**config.mk**
```make
export PLATFORM = sky130hd
export DESIGN_NAME = control_fsm
export DESIGN_NICKNAME = d
export VERILOG_FILES = /design/src/rtl/cpu_pkg.sv /design/src/rtl/instr_decode.sv /design/src/rtl/control_fsm.sv
export SDC_FILE = /design/constraint.sdc
export NUM_CORES = 1
export LEC_CHECK = 0
export BUFFER_PORTS_ARGS = -buffer_cell sky130_fd_sc_hd__buf_2
export CAP_MARGIN = 20
export CORE_ASPECT_RATIO = 0.6
export CORE_MARGIN = 3
export CORE_UTILIZATION = 48
export DETAILED_ROUTE_END_ITERATION = 8
export GPL_TIMING_DRIVEN = 0
export PLACE_DENSITY = 0.82
export SETUP_SLACK_MARGIN = 0.1
export SYNTH_ARGS = -nofsm -noshare
export SYNTH_HDL_FRONTEND = slang
export SYNTH_SLANG_ARGS = --single-unit
```
**constraint.sdc**
```tcl
create_clock -name clk -period 3 [get_ports clk]
set_input_delay 0.6 -clock clk [delete_from_list [all_inputs] [get_ports clk]]
set_output_delay 0.6 -clock clk [all_outputs]
set_load 0.01 [all_outputs]
```
**src/rtl/cpu_pkg.sv**
```systemverilog
// Shared definitions for the 8-bit core: opcodes, FSM states, ALU encodings, IR field positions.
package cpu_pkg;

  localparam int unsigned CPU_PC_W = 6;
  localparam int unsigned CPU_IW   = 16;
  localparam int unsigned RF_AW    = 3;
  localparam int unsigned IMM_W    = 6;
  localparam int unsigned OPC_W    = 4;
  localparam int unsigned NZP_W    = 3;

  // Instruction field positions
  localparam int unsigned OPC_LSB      = 12;
  localparam int unsigned DR_LSB       = 9;
  localparam int unsigned SR1_LSB      = 6;
  localparam int unsigned IMM_FLAG_BIT = 5;
  localparam int unsigned SR2_LSB      = 0;
  localparam int unsigned IMM_LSB      = 0;

  // Opcodes
  localparam logic [OPC_W-1:0] OP_ADD  = 4'b0000;
  localparam logic [OPC_W-1:0] OP_AND  = 4'b0001;
  localparam logic [OPC_W-1:0] OP_NOT  = 4'b0010;
  localparam logic [OPC_W-1:0] OP_LEA  = 4'b0011;
  localparam logic [OPC_W-1:0] OP_BR   = 4'b0100;
  localparam logic [OPC_W-1:0] OP_HALT = 4'b1111;

  typedef enum logic [1:0] {
    ST_FETCH   = 2'd0,
    ST_DECODE  = 2'd1,
    ST_EXECUTE = 2'd2,
    ST_HALT    = 2'd3
  } state_t;

  typedef enum logic [1:0] {
    ALU_ADD = 2'b00,
    ALU_AND = 2'b01,
    ALU_NOT = 2'b10
  } alu_op_t;

  typedef enum logic [1:0] {
    SRC_IMM = 2'b00,
    SRC_PC  = 2'b01,
    SRC_REG = 2'b10
  } src_sel_t;

  typedef struct packed {
    alu_op_t            alu_op;
    src_sel_t           source_sel;
    logic [IMM_W-1:0]   imm;
    logic [RF_AW-1:0]   dr;
    logic [RF_AW-1:0]   sr1;
    logic [RF_AW-1:0]   sr2;
    logic               writes_reg;
    logic               updates_nzp;
    logic               is_br;
    logic               is_halt;
  } decode_t;

  function automatic logic [OPC_W-1:0] opcode_of(input logic [CPU_IW-1:0] ir);
    return ir[OPC_LSB +: OPC_W];
  endfunction

endpackage

```
**src/rtl/instr_decode.sv**
```systemverilog
// Combinational instruction decoder: IR to ALU controls, register addresses and class flags.
module instr_decode
  import cpu_pkg::*;
(
  input  logic [CPU_IW-1:0] ir,
  output decode_t           dec
);

  // Field extraction plus per-opcode control classes
  always_comb begin
    dec             = '0;
    dec.dr          = ir[DR_LSB +: RF_AW];
    dec.sr1         = ir[SR1_LSB +: RF_AW];
    dec.sr2         = ir[SR2_LSB +: RF_AW];
    dec.imm         = ir[IMM_LSB +: IMM_W];
    dec.alu_op      = ALU_ADD;
    dec.source_sel  = ir[IMM_FLAG_BIT] ? SRC_IMM : SRC_REG;
    case (opcode_of(ir))
      OP_ADD: begin
        dec.writes_reg  = 1'b1;
        dec.updates_nzp = 1'b1;
      end
      OP_AND: begin
        dec.alu_op      = ALU_AND;
        dec.writes_reg  = 1'b1;
        dec.updates_nzp = 1'b1;
      end
      OP_NOT: begin
        dec.alu_op      = ALU_NOT;
        dec.writes_reg  = 1'b1;
        dec.updates_nzp = 1'b1;
      end
      OP_LEA: begin
        dec.source_sel  = SRC_PC;
        dec.writes_reg  = 1'b1;
      end
      OP_BR:   dec.is_br   = 1'b1;
      OP_HALT: dec.is_halt = 1'b1;
      default: ;
    endcase
  end

endmodule

```
**src/rtl/control_fsm.sv**
```systemverilog
// Fetch/decode/execute sequencer: owns PC, IR and NZP, drives memory, register file and ALU controls.
module control_fsm
  import cpu_pkg::*;
#(
  parameter int unsigned PC_W = 6,
  parameter int unsigned IW   = 16
) (
  input  logic            clk,
  input  logic            rst_n,
  output logic [PC_W-1:0] imem_addr,
  output logic            imem_rd,
  input  logic            imem_ack,
  input  logic [IW-1:0]   imem_data,
  output logic [2:0]      reg_sr1_addr,
  output logic [2:0]      reg_sr2_addr,
  output logic [2:0]      reg_dr_addr,
  output logic            reg_we,
  output logic [1:0]      alu_op,
  output logic [1:0]      source_sel,
  output logic [5:0]      ins_immediate,
  output logic [PC_W-1:0] pc,
  input  logic            negative,
  input  logic            zero,
  input  logic            positive,
  output logic [2:0]      nzp,
  output logic            halted
);

  state_t          state;
  state_t          state_nxt;
  logic [IW-1:0]   ir;
  decode_t         dec;
  logic            fetch_done;
  logic            br_taken;
  logic [PC_W-1:0] pc_exec_nxt;
  logic            imem_rd_nxt;
  logic            reg_we_nxt;
  logic            halted_nxt;

  instr_decode u_decode (
    .ir  (ir),
    .dec (dec)
  );

  // A fetch completes only while the request is actually outstanding
  assign fetch_done  = (state == ST_FETCH) && imem_rd && imem_ack;
  assign br_taken    = dec.is_br && ((dec.dr & nzp) != '0);
  assign pc_exec_nxt = dec.is_halt ? pc
                     : pc + PC_W'(1) + (br_taken ? PC_W'($signed(dec.imm)) : PC_W'(0));

  assign imem_addr     = pc;
  assign reg_sr1_addr  = dec.sr1;
  assign reg_sr2_addr  = dec.sr2;
  assign reg_dr_addr   = dec.dr;
  assign alu_op        = dec.alu_op;
  assign source_sel    = dec.source_sel;
  assign ins_immediate = dec.imm;

  // State register
  always_ff @(posedge clk) begin
    if (!rst_n) state <= ST_FETCH;
    else        state <= state_nxt;
  end

  // Next-state logic
  always_comb begin
    state_nxt = state;
    case (state)
      ST_FETCH:   if (fetch_done) state_nxt = ST_DECODE;
      ST_DECODE:  state_nxt = ST_EXECUTE;
      ST_EXECUTE: state_nxt = dec.is_halt ? ST_HALT : ST_FETCH;
      ST_HALT:    state_nxt = ST_HALT;
      default:    state_nxt = ST_FETCH;
    endcase
  end

  // Output decode for the registered strobes, based on the state being entered
  always_comb begin
    imem_rd_nxt = 1'b0;
    reg_we_nxt  = 1'b0;
    halted_nxt  = 1'b0;
    case (state_nxt)
      ST_FETCH:   imem_rd_nxt = 1'b1;
      ST_EXECUTE: reg_we_nxt  = dec.writes_reg;
      ST_HALT:    halted_nxt  = 1'b1;
      default: ;
    endcase
  end

  // Architectural registers and registered outputs
  always_ff @(posedge clk) begin
    if (!rst_n) begin
      ir      <= '0;
      pc      <= '0;
      nzp     <= 3'b010;
      imem_rd <= 1'b0;
      reg_we  <= 1'b0;
      halted  <= 1'b0;
    end else begin
      imem_rd <= imem_rd_nxt;
      reg_we  <= reg_we_nxt;
      halted  <= halted_nxt;
      if (fetch_done) ir <= imem_data;
      if (state == ST_EXECUTE) begin
        pc <= pc_exec_nxt;
        if (dec.updates_nzp) nzp <= {negative, zero, positive};
      end
    end
  end

endmodule
```
# Word-level counts from Yosys, hierarchy flattened
# Index checks and enable logic that the tools add are counted.
[op_classes] n_addsub=2 mul=0 n_div=0 magnitude_cmp=0 n_eq_ne=10 n_shift=0 n_mux=13 bitwise=2 n_reduce_logical=12
[op_table] op="2-bit equality test (second input constant)" n=4
[op_table] op="4-bit by 2-bit equality test with 1-bit output (second input constant)" n=2
[op_table] op="2-bit 2-to-1 mux" n=4
[op_table] op="2-bit case mux with 4 select lines" n=1
[op_table] op="6-bit by 1-bit adder with 6-bit output (second input constant)" n=1
[op_table] op="6-bit adder" n=1
[op_table] op="1-bit 2-to-1 mux" n=6
[op_table] op="6-bit 2-to-1 mux" n=1
[op_table] op="2-bit AND reduction" n=3
[op_table] op="4-bit by 1-bit equality test with 1-bit output (second input constant)" n=1
[op_table] op="4-bit by 3-bit equality test with 1-bit output (second input constant)" n=1
[op_table] op="4-bit equality test (second input constant)" n=1
[op_table] op="2-bit logical NOT" n=2
[op_table] op="4-bit logical NOT" n=1
[op_table] op="2-bit case mux with 2 select lines" n=1
[op_table] op="4-bit OR reduction" n=1
[op_table] op="3-bit bitwise AND" n=1
[op_table] op="1-bit logical AND" n=3
[op_table] op="3-bit nonzero test" n=1
[op_table] op="3-bit OR reduction" n=1
[op_table] op="2-bit by 1-bit equality test with 1-bit output (second input constant)" n=1
[op_table] op="1-bit NOT" n=1
[word_totals] ff_bits=30 latch_bits=0 mem_bits_rw=0 rom_bits=0 word_cells=46 n_memories=0

# Logic depth before layout (Yosys ltp)
# Gate-level depths: netlist of the first run.
[depth] word_depth=7 depth_mapped=10 mapped_depth_nobuf=10

# Hierarchy
# From an unflattened synthesis of the first run, not the netlist that was laid out.
[unflattened] hier_cells=178 hier_area_um2=1493.9
[modules_own_cells] mod="control_fsm" instances=1 cells_each=155 area_per_inst_um2=1318.8 seq_area_each_um2=600.6
[modules_own_cells] mod="instr_decode" instances=1 cells_each=23 area_per_inst_um2=175.2 seq_area_each_um2=0.0

# Worst setup path after synthesis of the first run
# OpenSTA, ideal clock, no wires.
[synth_timing] path_type="flip-flop to flip-flop" from="register nzp[1]" to="register pc[4] (netlist: imem_addr[4])" t_arrival_ns=2.089 required_time_ns=2.930 setup_slack_ns=0.840 stages_incl_launch_ff=11 path_buffers=0 synth_period_minus_slack_ns=2.160 path_cell_list="dfxtp_1 > a222oi_1 > nor4_2 > nand2_1 > ha_1 > fa_1 > nor2b_1 > o21a_1 > nor3_1 > nand3b_1 > a21oi_1"
[synth_via] elab_chain_cells=5
[synth_rtl] element="from (decl)" line="control_fsm.sv:25" text="output logic [2:0] nzp,"
[synth_rtl] element="from (signal assigned)" line="control_fsm.sv:106" text="if (dec.updates_nzp) nzp <= {negative, zero, positive};"
[synth_rtl] element="3-bit bitwise AND" line="control_fsm.sv:47" text="assign br_taken = dec.is_br && ((dec.dr & nzp) != '0);"
[synth_rtl] element="3-bit nonzero test" line="control_fsm.sv:47"
[synth_rtl] element="1-bit logical AND" line="control_fsm.sv:47"
[synth_rtl] element="6-bit 2-to-1 mux" line="control_fsm.sv:49" text=": pc + PC_W'(1) + (br_taken ? PC_W'($signed(dec.imm)) : PC_W'(0));"
[synth_rtl] element="6-bit adder" line="control_fsm.sv:49"
[synth_rtl] element="to (signal assigned)" line="control_fsm.sv:105" text="pc <= pc_exec_nxt;"
[synth_rtl] element="to (decl)" line="control_fsm.sv:21" text="output logic [PC_W-1:0] pc,"
# Every way passes these cells.
# A chain may end at the register's enable or synchronous reset.

# Worst setup path in the final report of the first run
[layout_timing] from="register nzp[1]" to="register pc[5] (netlist: imem_addr[5])"
# The elaborated chain is that of the path after synthesis.

==> run summary, run 1 <==
The run finished with clean final reports. The vertical die dimension came out at 49.72 um. The I/O pin total came out at 59. The number of levels in the clock H-tree came out at 2. The signal on the critical path passes through a222oi_1, nor4_2, and2_1, ha_1, o21ai_0, a21oi_1, o22ai_1, mux2i_1, mux2i_1. The number of global-route vias before repair is 1212.

The buffer cell driving the clock tree root is clkbuf_8. The synthesized area per cell is 8.265 um2. The core outline area came out at 2947 um2. The number of max-capacitance violations reported is 0. STA classifies the critical path startpoint as a flop. The total global-route track usage is 0.1830. The number of buffers and inverters on the critical path is 0.

The synthesized design contains 30 register bits. The largest single stage delay on the critical path is 0.53 ns. The first global-routing pass estimated 5506 um of wire. By area the synthesized netlist is led by dfxtp_1 (39%), buf_4 (12%), nand2_1 (9.8%). The Yosys step of the flow raised 0 warnings. The tightest hold path in the finished design has a slack of 0.4649 ns. The class of the most critical setup path is flop to flop.

The share of synthesized area in the top cell type comes to 0.3928. The number of inserted filler cells in the final layout came out at 256. Tracing the worst setup path back leads to its startpoint at nzp[1]$_SDFFE_PN1P_. The relative max-transition margin is 0.6031. The clock-pin slew of the registers on the worst-case setup and hold paths came out at 0.06 ns.

The summed area of non-filler cells in the final layout came out at 1978 um2. The residual antenna-violating net count after detailed routing is 0. For the worst-skew pair, the clock arrives at the later sink with an insertion delay of 0.28 ns. The number of gates resized after cts is 0. TritonCTS built the clock tree. For this run, global-route usage on met2 was measured as 0.2451. The origin of the worst min-delay path is ir[7]$_SDFFE_PN0P_. The number of DRC violations after detailed routing is 0. The count of nets after finishing is 278. After detailed routing, the average wire length per cell comes to 11.73 um.

The leakage dissipation came out at 0.9946 nW. The worst setup path is captured at a flop. After synthesis, the share of flip-flops with an asynchronous set or reset is 0.

Of the cells placed in the final design, the portion with a size suffix greater than 1 is 0.3825. The floorplan die width came out at 78.86 um. The via count of the routed design came out at 1400. The cell repeated most along the worst path is mux2i_1.

Of the available clock period, the critical path in the final layout requires 0.8520. The number of cells produced by synthesis is 185. The buffer depth of the longest clock path is 2. Synthesis produced a netlist with a net count of 213. The routability congestion estimate from global placement is 0.7875. Broken down by cell family, the worst path's largest delay share belongs to simple AND/OR/NAND/NOR gates. After synthesis, the netlist uses 33 different library cells. The mean number of vias per cell came out at 4.778. The synthesized netlist occupies a cell area of 1529 um2. The number of antenna violations at the first check in global routing is 0. Once detailed placement completed, the half-perimeter wirelength came to 2598 um. The floorplan step defined a die boundary enclosing 3921 um2. STA puts the critical path data required time at 3.20 ns. The slew at the pin closest to its max-slew limit is 0.5905 ns. The area of combinational cells with multiple inputs came out at 693.2 um2.

The hold violation count in the final report is 0. The pin count of the biggest net entering global routing is 11. In this run the cell area measured after placement is 1872 um2. The worst hold path belongs to the class flop to flop. The total length of routed wires came out at 3436 um. After floorplanning, the core was divided into 15 placement rows.

The tree built by TritonCTS fans out to 30 sinks. The worst path arrival time came out at 2.76 ns. For met3 alone, demand over resource in global routing was 0.06569. The number of hold buffers added after CTS was 0. The largest individual stage delay along the critical path comes from the cell nor4_2. The total CTS buffers came out at 5.

The overflow left after global routing came out at 0. The most common library cell in the layout ignoring fill and taps is buf_2. The pre-antenna-repair detailed-routing pass consisted of 4 iterations. The initial core utilization came out at 0.5189.

Among all flip-flop cells after synthesis, the most frequent one is dfxtp_1. The area growth from synthesis to layout is 29.38%. For this run, the register share of the synthesized area comes to 0.3928. The worst path needs 2.556 ns of the cycle, external delays included. The final-report setup violation count is 0. The total count of max-transition violations in the final report is 0. The final antenna diode count came out at 0.

The count of buffers inserted at the top-level ports came out at 58. The worst reg2reg path startpoint is nzp[1]$_SDFFE_PN1P_. The power per cell area came out at 478.0 nW/um2. IR analysis of the VDD net gives a maximum drop of 0.2523 mV. The number of DRC violations after detailed-routing iteration 0 came out at 46. met1 is the most crowded layer. Setup repair after global routing left no endpoint under its margin. The library cells used most frequently in the layout, excluding fill and tap cells, are buf_2 (60), nand2_1 (40), dfxtp_1 (30). The number of buffers inserted by post-CTS setup repair came out at 0. dfxtp_1 takes more of the synthesized area than any other cell. The total negative setup slack is 0 ns. The maximum achievable frequency is 391.2 MHz. For met1 alone, demand over resource in global routing was 0.2615. The number of flops mapped to enable cells by yosys is 0. The register area is 600.6 um2. Clock skew on the completed layout was measured at 0.004623 ns. The critical-path maximum fanout is 7.
## power breakdown
| part | switching [mW] | total, mW | internal, mW | leakage [nW] |
|---|---|---|---|---|
| clock network | 0.144 | 0.392 | 0.248 | 0.0524 |
| registers | 0.0176 | 0.434 | 0.416 | 0.244 |
| logic | 0.0597 | 0.120 | 0.0603 | 0.698 |
| total | 0.221 | 0.945 | 0.725 | 0.995 |
## state kept, by name, summed over array words and instances, names as in the netlist
register and count:
halted 1, ir 16, nzp 3, state 2, imem_addr 6, imem_rd 1
reg_we 1
## worst paths after layout
| check | slack, ns | to | cells after the start |
|---|---|---|---|
| hold / removal | 0.46 | ir[7]$_SDFFE_PN0P_ | 2 |
| setup reg to reg | 0.44 | imem_addr[5]$_SDFFE_PN0P_ | 9 |
| setup / recovery | 0.44 | imem_addr[5]$_SDFFE_PN0P_ | 9 |
| hold reg to reg | 0.46 | ir[7]$_SDFFE_PN0P_ | 2 |
## metal layers
layer / part of all wire / up-vias
met3: 0.10 / 4
met5: 0 / -
met4: 0.0096 / 0
met2: 0.40 / 62
met1: 0.48 / 610
li1: - / 724
## stage by stage
step                      instances  setup WS [ns]  power, mW  utilization
after CTS                       293         0.4782     0.9505       0.6713
after detailed placement        285         0.5361     0.5627       0.6352
after global placement          285         0.5634     0.5594       0.6352
after floorplan                 185         0.8401     0.5149            -
final                           293         0.4439     0.9455       0.6713
after global routing            293         0.2098     0.9832       0.6713
## final cells by class
class                      instances  share of cell area
multi-input combinational        120              0.3504
sequential                        30              0.3036
timing repair buffer              58              0.1467
buffer                            31              0.1113
clock buffer                       7             0.03858
tap                               42             0.02657
clock inverter                     1             0.01518
inverter                           4            0.007590
## cells by family (layout without fill, tap and decap cells)
family,after synthesis,in the layout,synth area share
simple gates,76,76,0.2414
buf+inv,35,101,0.1538
flops,30,30,0.3928
xor+xnor,1,1,0.005729
fa+ha+maj,6,6,0.05401
mux,5,5,0.03273
compound gates,32,32,0.1195
## cell usage after synthesis (2+ instances only)
cell / number
nand2_1: 40
dfxtp_1: 30
buf_4: 25
a21oi_1: 21
nor2_1: 9
ha_1: 5
mux2i_1: 5
nand2b_1: 5
and2_1: 4
nor3_1: 4
a211oi_1: 3
clkbuf_1: 3
inv_1: 3
o21ai_0: 3
and3_1: 2
buf_2: 2
nand3_1: 2
nor2b_1: 2
nor4b_1: 2
o21a_1: 2
## worst reg2reg max path: stages, from the launching register on
cell	delay, ns
dfxtp_1	0.37
a222oi_1	0.14
nor4_2	0.53
and2_1	0.24
ha_1	0.27
o21ai_0	0.18
a21oi_1	0.08
o22ai_1	0.16
mux2i_1	0.29
mux2i_1	0.21
Power figures use the tool's default switching activity.
==> run 2: changes to the inputs <==
--- a/config.mk
+++ b/config.mk
@@ -8,11 +8,12 @@
 export BUFFER_PORTS_ARGS = -buffer_cell sky130_fd_sc_hd__buf_2
 export CAP_MARGIN = 20
 export CORE_ASPECT_RATIO = 0.6
-export CORE_MARGIN = 3
+export CORE_MARGIN = 10
 export CORE_UTILIZATION = 48
 export DETAILED_ROUTE_END_ITERATION = 8
 export GPL_TIMING_DRIVEN = 0
 export PLACE_DENSITY = 0.82
+export REMOVE_ABC_BUFFERS = 1
 export SETUP_SLACK_MARGIN = 0.1
 export SYNTH_ARGS = -nofsm -noshare
 export SYNTH_HDL_FRONTEND = slang
==> run 2 against run 1 <==
Compared with the run above: clock skew is essentially flat; critical path depth rose by 1; final cell count shrank 11%; sequential cell count stayed put; clock power is 17% lower; die area rose by 51%; sequential share of layout area grew 4.1 points; combinational power down 18%; sequential power is essentially flat; worst hold slack got worse by 0.0093 ns; utilization down 8.4 points; power down 9.2%; critical path type unchanged.
==> run summary, run 2 (synthesis gave the netlist of run 1 again) <==
The die footprint is 5917 um2 (+51%). The register with the most flip-flops in the final layout is ir. The count of nets after finishing is 247 (-11%). Walking the worst path, the cells encountered are a222oi_1, nor4_2, nand2_1, ha_1, fa_1, nor2b_1, o21a_1, nor3_1, nand3b_1, a21oi_1. The number of non-filler instances in the completed layout came to 262 (-11%). The worst-case register-to-register setup slack came out at 0.42 ns (-0.03 ns). The area overhead of the layout relative to synthesis is 13.99%. The worst stage delay on the critical path is 0.61 ns (+0.08 ns).

The endpoint identified for the worst register-to-register timing path is imem_addr[4]$_SDFFE_PN0P_. The critical-path maximum fanout came out at 7 (unchanged). The wire length of the first global-routing pass is 5851 um (+6.3%). The number of DRC violations after detailed-routing iteration 0 came out at 85 (+85%). The number of gates resized after cts came out at 0 (unchanged). The run finished with clean final reports. The total length of routed wires is 3636 um (+5.8%). In this run the clock root is driven by a clkbuf_8. The total CTS buffers is 5 (unchanged). The initial core utilization is 0.5156 (-0.003284).

The count of hold buffers inserted by post-cts repair came to 0 (unchanged). The worst path arrival time came out at 2.77 ns (about the same). The vertical die dimension came out at 63.72 um (+28%).

The number of DRC violations after detailed routing came out at 0 (unchanged). In this run the most critical hold path is launched from ir[7]$_SDFFE_PN0P_. The worst register-to-register path begins at nzp[0]$_SDFFE_PN0P_.

The TritonCTS clock tree is built. The path with the worst hold slack has its endpoint at ir[7]$_SDFFE_PN0P_. The total global-route track usage is 0.1214 (-0.06155). The clock-pin slew of the registers on the worst-case setup and hold paths came out at 0.06 ns (about the same). The final-report setup violation count was 0 (unchanged).

The hold violation count in the final report is 0 (unchanged). The power per cell area came out at 492.3 nW/um2 (+3.0%). The fraction of the cycle the final worst path needs was 0.8607 (+0.008630).

The routed wire length per instance came out at 13.88 um (+18%). The pin count of the biggest net entering global routing came out at 27 (+16). The floorplan die width came to 92.86 um (+18%).

The relative max-transition margin came out at 0.5151 (-0.08793). The number of flip-flops under the largest register name is 16 (unchanged). The class of the most critical setup path is flop to flop. The number of antenna violations at the first check in global routing came to 0 (unchanged). The total negative setup slack is 0 ns (unchanged). The core outline area is 2965 um2 (+0.64%). Setup repair after global routing left no endpoint under its margin. The clock period minus worst slack is 2.582 ns (+0.02589 ns).

The post-placement cell count is 254 (-11%). The mean number of vias per cell came to 4.836 (+1.2%). The cell at the slowest stage of the critical path is nor4_2. The fraction of layout instances using a drive strength above 1 came to 0.3136 (-0.06883). The required arrival time at the worst endpoint is 3.18 ns (-0.02 ns). The category of the worst setup path capture point is a flop. The number of global-route vias before repair came out at 1209 (-0.25%). The most common library cell in the layout ignoring fill and taps is buf_2. The number of levels in the clock H-tree came out at 2 (unchanged). The final antenna diode count is 0 (unchanged). The post-detailed-placement half-perimeter wirelength was 2763 um (+6.3%). The number of iterations in the first detailed-routing pass is 4 (unchanged). The worst hold-check path type is flop to flop. The total count of max-transition violations in the final report is 0 (unchanged). The area of combinational cells with multiple inputs was 693.2 um2 (unchanged). The number of buffers inserted by post-CTS setup repair is 0 (unchanged). The slew at the pin closest to its max-slew limit is 0.7228 ns (+0.1323 ns). The routability congestion estimate from global placement is 0.7345 (-6.7%). The number of inserted filler cells in the final layout came out at 293 (+14%). The number of cells on the worst hold path came out at 2 (unchanged). The count of buffers inserted at the top-level ports is 58 (unchanged).

The I/O pin total is 59 (unchanged). The number of cells on the worst reg-to-reg path came to 10 (+1). The overflow left after global routing was 0 (unchanged). The worst IR drop on VDD came out at 0.3286 mV (+30%). The sink count of the clock tree is 30 (unchanged). The count of standard-cell rows is 15 (unchanged).

The worst clock skew on the final layout came to 0.004158 ns (-0.0004653 ns). STA classifies the critical path startpoint as a flop. The number of max-capacitance violations reported came out at 0 (unchanged). The leakage dissipation came to 0.8369 nW (-16%). The buffer depth of the longest clock path is 2 (unchanged). The residual antenna-violating net count after detailed routing is 0 (unchanged). In the layout the commonest cells are buf_2 (58), nand2_1 (40), dfxtp_1 (30). The register area was 600.6 um2 (unchanged). The maximum achievable frequency is 387.3 MHz (-1.0%). The insertion delay to the later sink of the worst-skew pair is 0.28 ns (about the same).

The via count of the routed design is 1267 (-9.5%).
-- run 2: cell count changes in the layout (fill, tap and decap cells not counted), sizes merged --
cell	delta
buf	-28
clkbuf	-3
bufinv	-1
clkinv	+1
-- run 2: power breakdown --
part	switching [mW]	internal, mW
Sequential	0.0160	0.416
Combinational	0.0578	0.0410
Clock	0.142	0.185
Total	0.216	0.642
-- run 2: worst max path at each step --
stage                                   start                   endpoint  slack (ns)  cells past startpoint
after floorplan           ir[10]$_SDFFE_PN0P_  imem_addr[4]$_SDFFE_PN0P_        0.82                     10
after global placement    nzp[1]$_SDFFE_PN1P_  imem_addr[4]$_SDFFE_PN0P_        0.52                     10
after detailed placement  nzp[1]$_SDFFE_PN1P_  imem_addr[4]$_SDFFE_PN0P_        0.46                     10
after CTS                 nzp[1]$_SDFFE_PN1P_  imem_addr[4]$_SDFFE_PN0P_        0.43                     10
after global routing      nzp[0]$_SDFFE_PN0P_  imem_addr[5]$_SDFFE_PN0P_        0.17                      9
final                     nzp[0]$_SDFFE_PN0P_  imem_addr[4]$_SDFFE_PN0P_        0.42                     10
-- run 2: final cells by class --
| type | instances | area share |
|---|---|---|
| Clock buffer | 7 | 0.04953 |
| Clock inverter | 1 | 0.002872 |
| Inverter | 4 | 0.008615 |
| Multi-Input combinational cell | 120 | 0.3977 |
| Sequential cell | 30 | 0.3446 |
| Tap cell | 42 | 0.03015 |
| Timing Repair Buffer | 58 | 0.1665 |
-- run 2: critical path, delay by kind of cell, from the launching register on --
family                   cells  cell delay (ns)
flip-flops                   1             0.36
adder cells (fa/ha/maj)      2             0.65
AO/OA/AOI/OAI                3             0.41
AND/OR/NAND/NOR              5             1.07
-- run 2: per-layer routing --
metal	vias up	global-route usage	share of wire
met1	563	0.1554	0.49
met5	-	0	0
met3	5	0.06738	0.096
li1	660	-	-
met2	39	0.1664	0.40
met4	0	0.04023	0.0088
-- run 2: stage by stage --
| step | cell area [um2] | utilization | setup slack (ns) | hold slack, ns | total power [mW] |
|---|---|---|---|---|---|
| 6_report | 1743 | 0.5878 | 0.4180 | 0.4557 | 0.8580 |
| 5_1_grt | 1743 | 0.5878 | 0.1666 | 0.4866 | 0.9030 |
| 4_1_cts | 1743 | 0.5878 | 0.4273 | 0.4620 | 0.8660 |
| 3_5_place_dp | 1652 | 0.5570 | 0.4590 | 0.4477 | 0.5410 |
| 3_3_place_gp | 1652 | 0.5570 | 0.5204 | 0.4390 | 0.5384 |
| 2_1_floorplan | 1309 | - | 0.8223 | 0.4576 | 0.4914 |
==> run 3: changes to the inputs <==
--- a/config.mk
+++ b/config.mk
@@ -9,10 +9,10 @@
 export CAP_MARGIN = 20
 export CORE_ASPECT_RATIO = 0.6
 export CORE_MARGIN = 10
-export CORE_UTILIZATION = 48
+export CORE_UTILIZATION = 43
 export DETAILED_ROUTE_END_ITERATION = 8
 export GPL_TIMING_DRIVEN = 0
-export PLACE_DENSITY = 0.82
+export PLACE_DENSITY = 0.78
 export REMOVE_ABC_BUFFERS = 1
 export SETUP_SLACK_MARGIN = 0.1
 export SYNTH_ARGS = -nofsm -noshare
==> constraint.sdc (replaced) <==
create_clock -name clk -period 2.3 [get_ports clk]
set_input_delay 0.46 -clock clk [delete_from_list [all_inputs] [get_ports clk]]
set_output_delay 0.46 -clock clk [all_outputs]
set_load 0.01 [all_outputs]
==> run 3 against run 2 <==
Compared with the run above: non-clock buffer count rose by 4; final cell count rose by 2.7%; worst setup slack worse by 0.40 ns; utilization shrank 2.3 points; cell area is 8.3% higher; via count increased by 7.1%; count of clock-buffer cells in the layout fell by 2; sequential cell count unchanged; register-to-register slack worse by 0.40 ns; combinational power up 37%; power is 42% higher.
==> run summary, run 3 (synthesis gave the netlist of run 1 again) <==
The final-report setup violation count is 0 (unchanged). The final worst hold slack came to 0.4012 ns (-0.05449 ns). The routability congestion estimate from global placement is 0.7426 (+1.1%). The initial core utilization is 0.4573 (-0.05828).

The total count of max-transition violations in the final report came out at 0 (unchanged). Setup repair after global routing could not meet its margin everywhere. The final core area utilization is 0.5644 (-0.02339). TritonCTS built the clock tree. The number of iterations in the first detailed-routing pass came out at 5 (+1). The switching share of total power is 0.2498 (-0.002076). The worst setup slack after placement came to -0.2121 ns (-0.6711 ns).

The vertical die dimension is 66.19 um (+3.9%). The total internal power is 0.9167 mW (+43%). The residual antenna-violating net count after detailed routing was 0 (unchanged). The area overhead of the layout relative to synthesis came out at 23.40%. The count of nets after finishing is 251 (+1.6%). The overflow left after global routing came out at 0 (unchanged). The buffer depth of the longest clock path came to 2 (unchanged). The setup slack of the critical path after layout came out at 0.01425 ns (-0.4037 ns).

In this run the worst hold path is classified as input pin to flop. The number of antenna violations at the first check in global routing came out at 0 (unchanged). The worst IR drop on VDD came out at 0.3210 mV (-2.3%). The final antenna diode count was 0 (unchanged). The required arrival time at the worst endpoint came to 2.50 ns (-0.68 ns). The switching component of the power was 0.3053 mW (+41%). The slew at the pin closest to its max-slew limit was 0.7373 ns (+0.01448 ns). The maximum achievable frequency is 437.5 MHz (+13%).

The combinational share of power is 0.111 (-0.004). The mean number of vias per cell came to 5.045 (+4.3%). The total length of routed wires is 3933 um (+8.2%). The fraction of met3 tracks used by global routing was 0.05428 (-0.01310). The critical-path maximum fanout was 7 (unchanged). STA classifies the critical path startpoint as a flop.

The post-detailed-placement half-perimeter wirelength is 2867 um (+3.8%). In the layout the commonest cells are buf_2 (58), nand2_1 (39), dfxtp_1 (27). The I/O pin total is 59 (unchanged). The category of the worst setup path capture point is a flop. The fraction of the cycle the final worst path needs came out at 0.9938 (+0.1331). The number of global-route vias before repair came out at 1361 (+13%).

The die footprint came out at 6419 um2 (+8.5%). The portion of total power attributed to the clock network came out at 0.428 (+0.047). The total CTS buffers came out at 5 (unchanged). The power per cell area came to 647.6 nW/um2 (+32%). The core outline area is 3343 um2 (+13%).

The sink count of the clock tree is 30 (unchanged). The fraction of layout instances using a drive strength above 1 came out at 0.4063 (+0.09261). The number of DRC violations after detailed-routing iteration 0 was 54 (-36%). The buffer cell driving the clock tree root is clkbuf_8.

The count of standard-cell rows came out at 16 (+1). The count of buffers inserted at the top-level ports came out at 58 (unchanged). The number of inserted filler cells in the final layout is 335 (+14%). The wire length of the first global-routing pass is 6437 um (+10%). The library cell used most frequently in the layout, excluding fill and tap cells, is buf_2.

The relative max-transition margin came out at 0.5054 (-0.009712). More flip-flops sit in one register than any other, and that register is ir. The run finished with clean final reports. The leakage dissipation is 0.8809 nW (+5.3%).

The number of levels in the clock H-tree is 2 (unchanged). The via count of the routed design is 1357 (+7.1%). The insertion delay to the later sink of the worst-skew pair came out at 0.28 ns (about the same). The floorplan die width is 96.98 um (+4.4%). The clock period minus worst slack is 2.286 ns (-0.2963 ns). The total global-route track usage is 0.1234 (+0.001991). The number of DRC violations after detailed routing is 0 (unchanged). The number of max-capacitance violations reported is 0 (unchanged). The pin count of the biggest net entering global routing is 27 (unchanged).

The worst path arrival time came out at 2.48 ns (-0.29 ns). The worst clock skew on the final layout is 0.008869 ns (+0.004711 ns). The part of the power in registers is 0.461 (-0.043). met2 is the most crowded layer. The clock-pin slew of the registers on the worst-case setup and hold paths is 0.07 ns (about the same). The met1 track demand over resource in global routing came out at 0.1521 (-0.003289). The routed wire length per instance was 14.62 um (+5.4%). The class of the most critical setup path is flop to flop. The hold violation count in the final report is 0 (unchanged).

The number of flip-flops under the largest register name came out at 16 (unchanged). The met2 layer usage reported by global route came out at 0.1836 (+0.01718).
==> run 3: power by group through the flow <==
stage / combinational [mW] / sequential, mW / clock (mW)
global placement: 0.129 / 0.575 / 0
detailed placement: 0.131 / 0.576 / 0
global route: 0.151 / 0.568 / 0.557
finish: 0.135 / 0.564 / 0.523
CTS: 0.137 / 0.564 / 0.533
floorplan: 0.0581 / 0.583 / 0
==> run 3: worst paths after layout <==
| kind | depth (start not counted) | to | slack [ns] | startpoint |
|---|---|---|---|---|
| max | 10 | imem_addr[4]$_SDFFE_PN0P_ | 0.01 | ir[15]$_SDFFE_PN0P_ |
| min | 3 | nzp[1]$_SDFFE_PN1P_ | 0.40 | zero |
| max reg2reg | 10 | imem_addr[4]$_SDFFE_PN0P_ | 0.01 | ir[15]$_SDFFE_PN0P_ |
| min reg2reg | 2 | ir[6]$_SDFFE_PN0P_ | 0.46 | ir[6]$_SDFFE_PN0P_ |
==> run 3: area by class of cell <==
| type | count | area [um2] | share of cell area |
|---|---|---|---|
| Multi-Input combinational cell | 120 | 773.2 | 0.4098 |
| Sequential cell | 30 | 609.3 | 0.3229 |
| Timing Repair Buffer | 62 | 324.1 | 0.1718 |
| Clock buffer | 5 | 68.82 | 0.03647 |
| Tap cell | 45 | 56.30 | 0.02984 |
| Clock inverter | 3 | 40.04 | 0.02122 |
| Inverter | 4 | 15.01 | 0.007958 |
==> run 3: timing repair <==
action	CTS	global route
pin swaps	8	3
gates resized for setup	15	7
hold buffers	0	0
setup endpoints to repair	4	4
buffers inserted	3	1
==> run 3: stage by stage <==
| step | instances | area [um2] | TNS, ns | power (mW) |
|---|---|---|---|---|
| final | 269 | 1887 | 0 | 1.222 |
| after global routing | 269 | 1887 | -0.3582 | 1.275 |
| after CTS | 268 | 1846 | 0 | 1.234 |
| after detailed placement | 257 | 1655 | -0.4314 | 0.7067 |
| after global placement | 257 | 1655 | -0.3445 | 0.7037 |
| after floorplan | 154 | 1309 | 0 | 0.6410 |
==> run 3: metal layers <==
| metal | vias up | wire [um] |
|---|---|---|
| met2 | 60 | 1606 |
| met1 | 622 | 1987 |
| li1 | 670 | - |
| met4 | 0 | 42 |
| met3 | 5 | 296 |
| met5 | - | 0 |
==> run 3: worst max-delay path, stage by stage (launching register included) <==
cell,delay [ns]
dfxtp_4,0.34
nand2b_4,0.14
nor4_4,0.43
nand2_1,0.11
ha_2,0.21
fa_2,0.35
nor2b_1,0.13
o21a_1,0.15
nor3_1,0.05
nand3b_1,0.15
a21oi_1,0.14
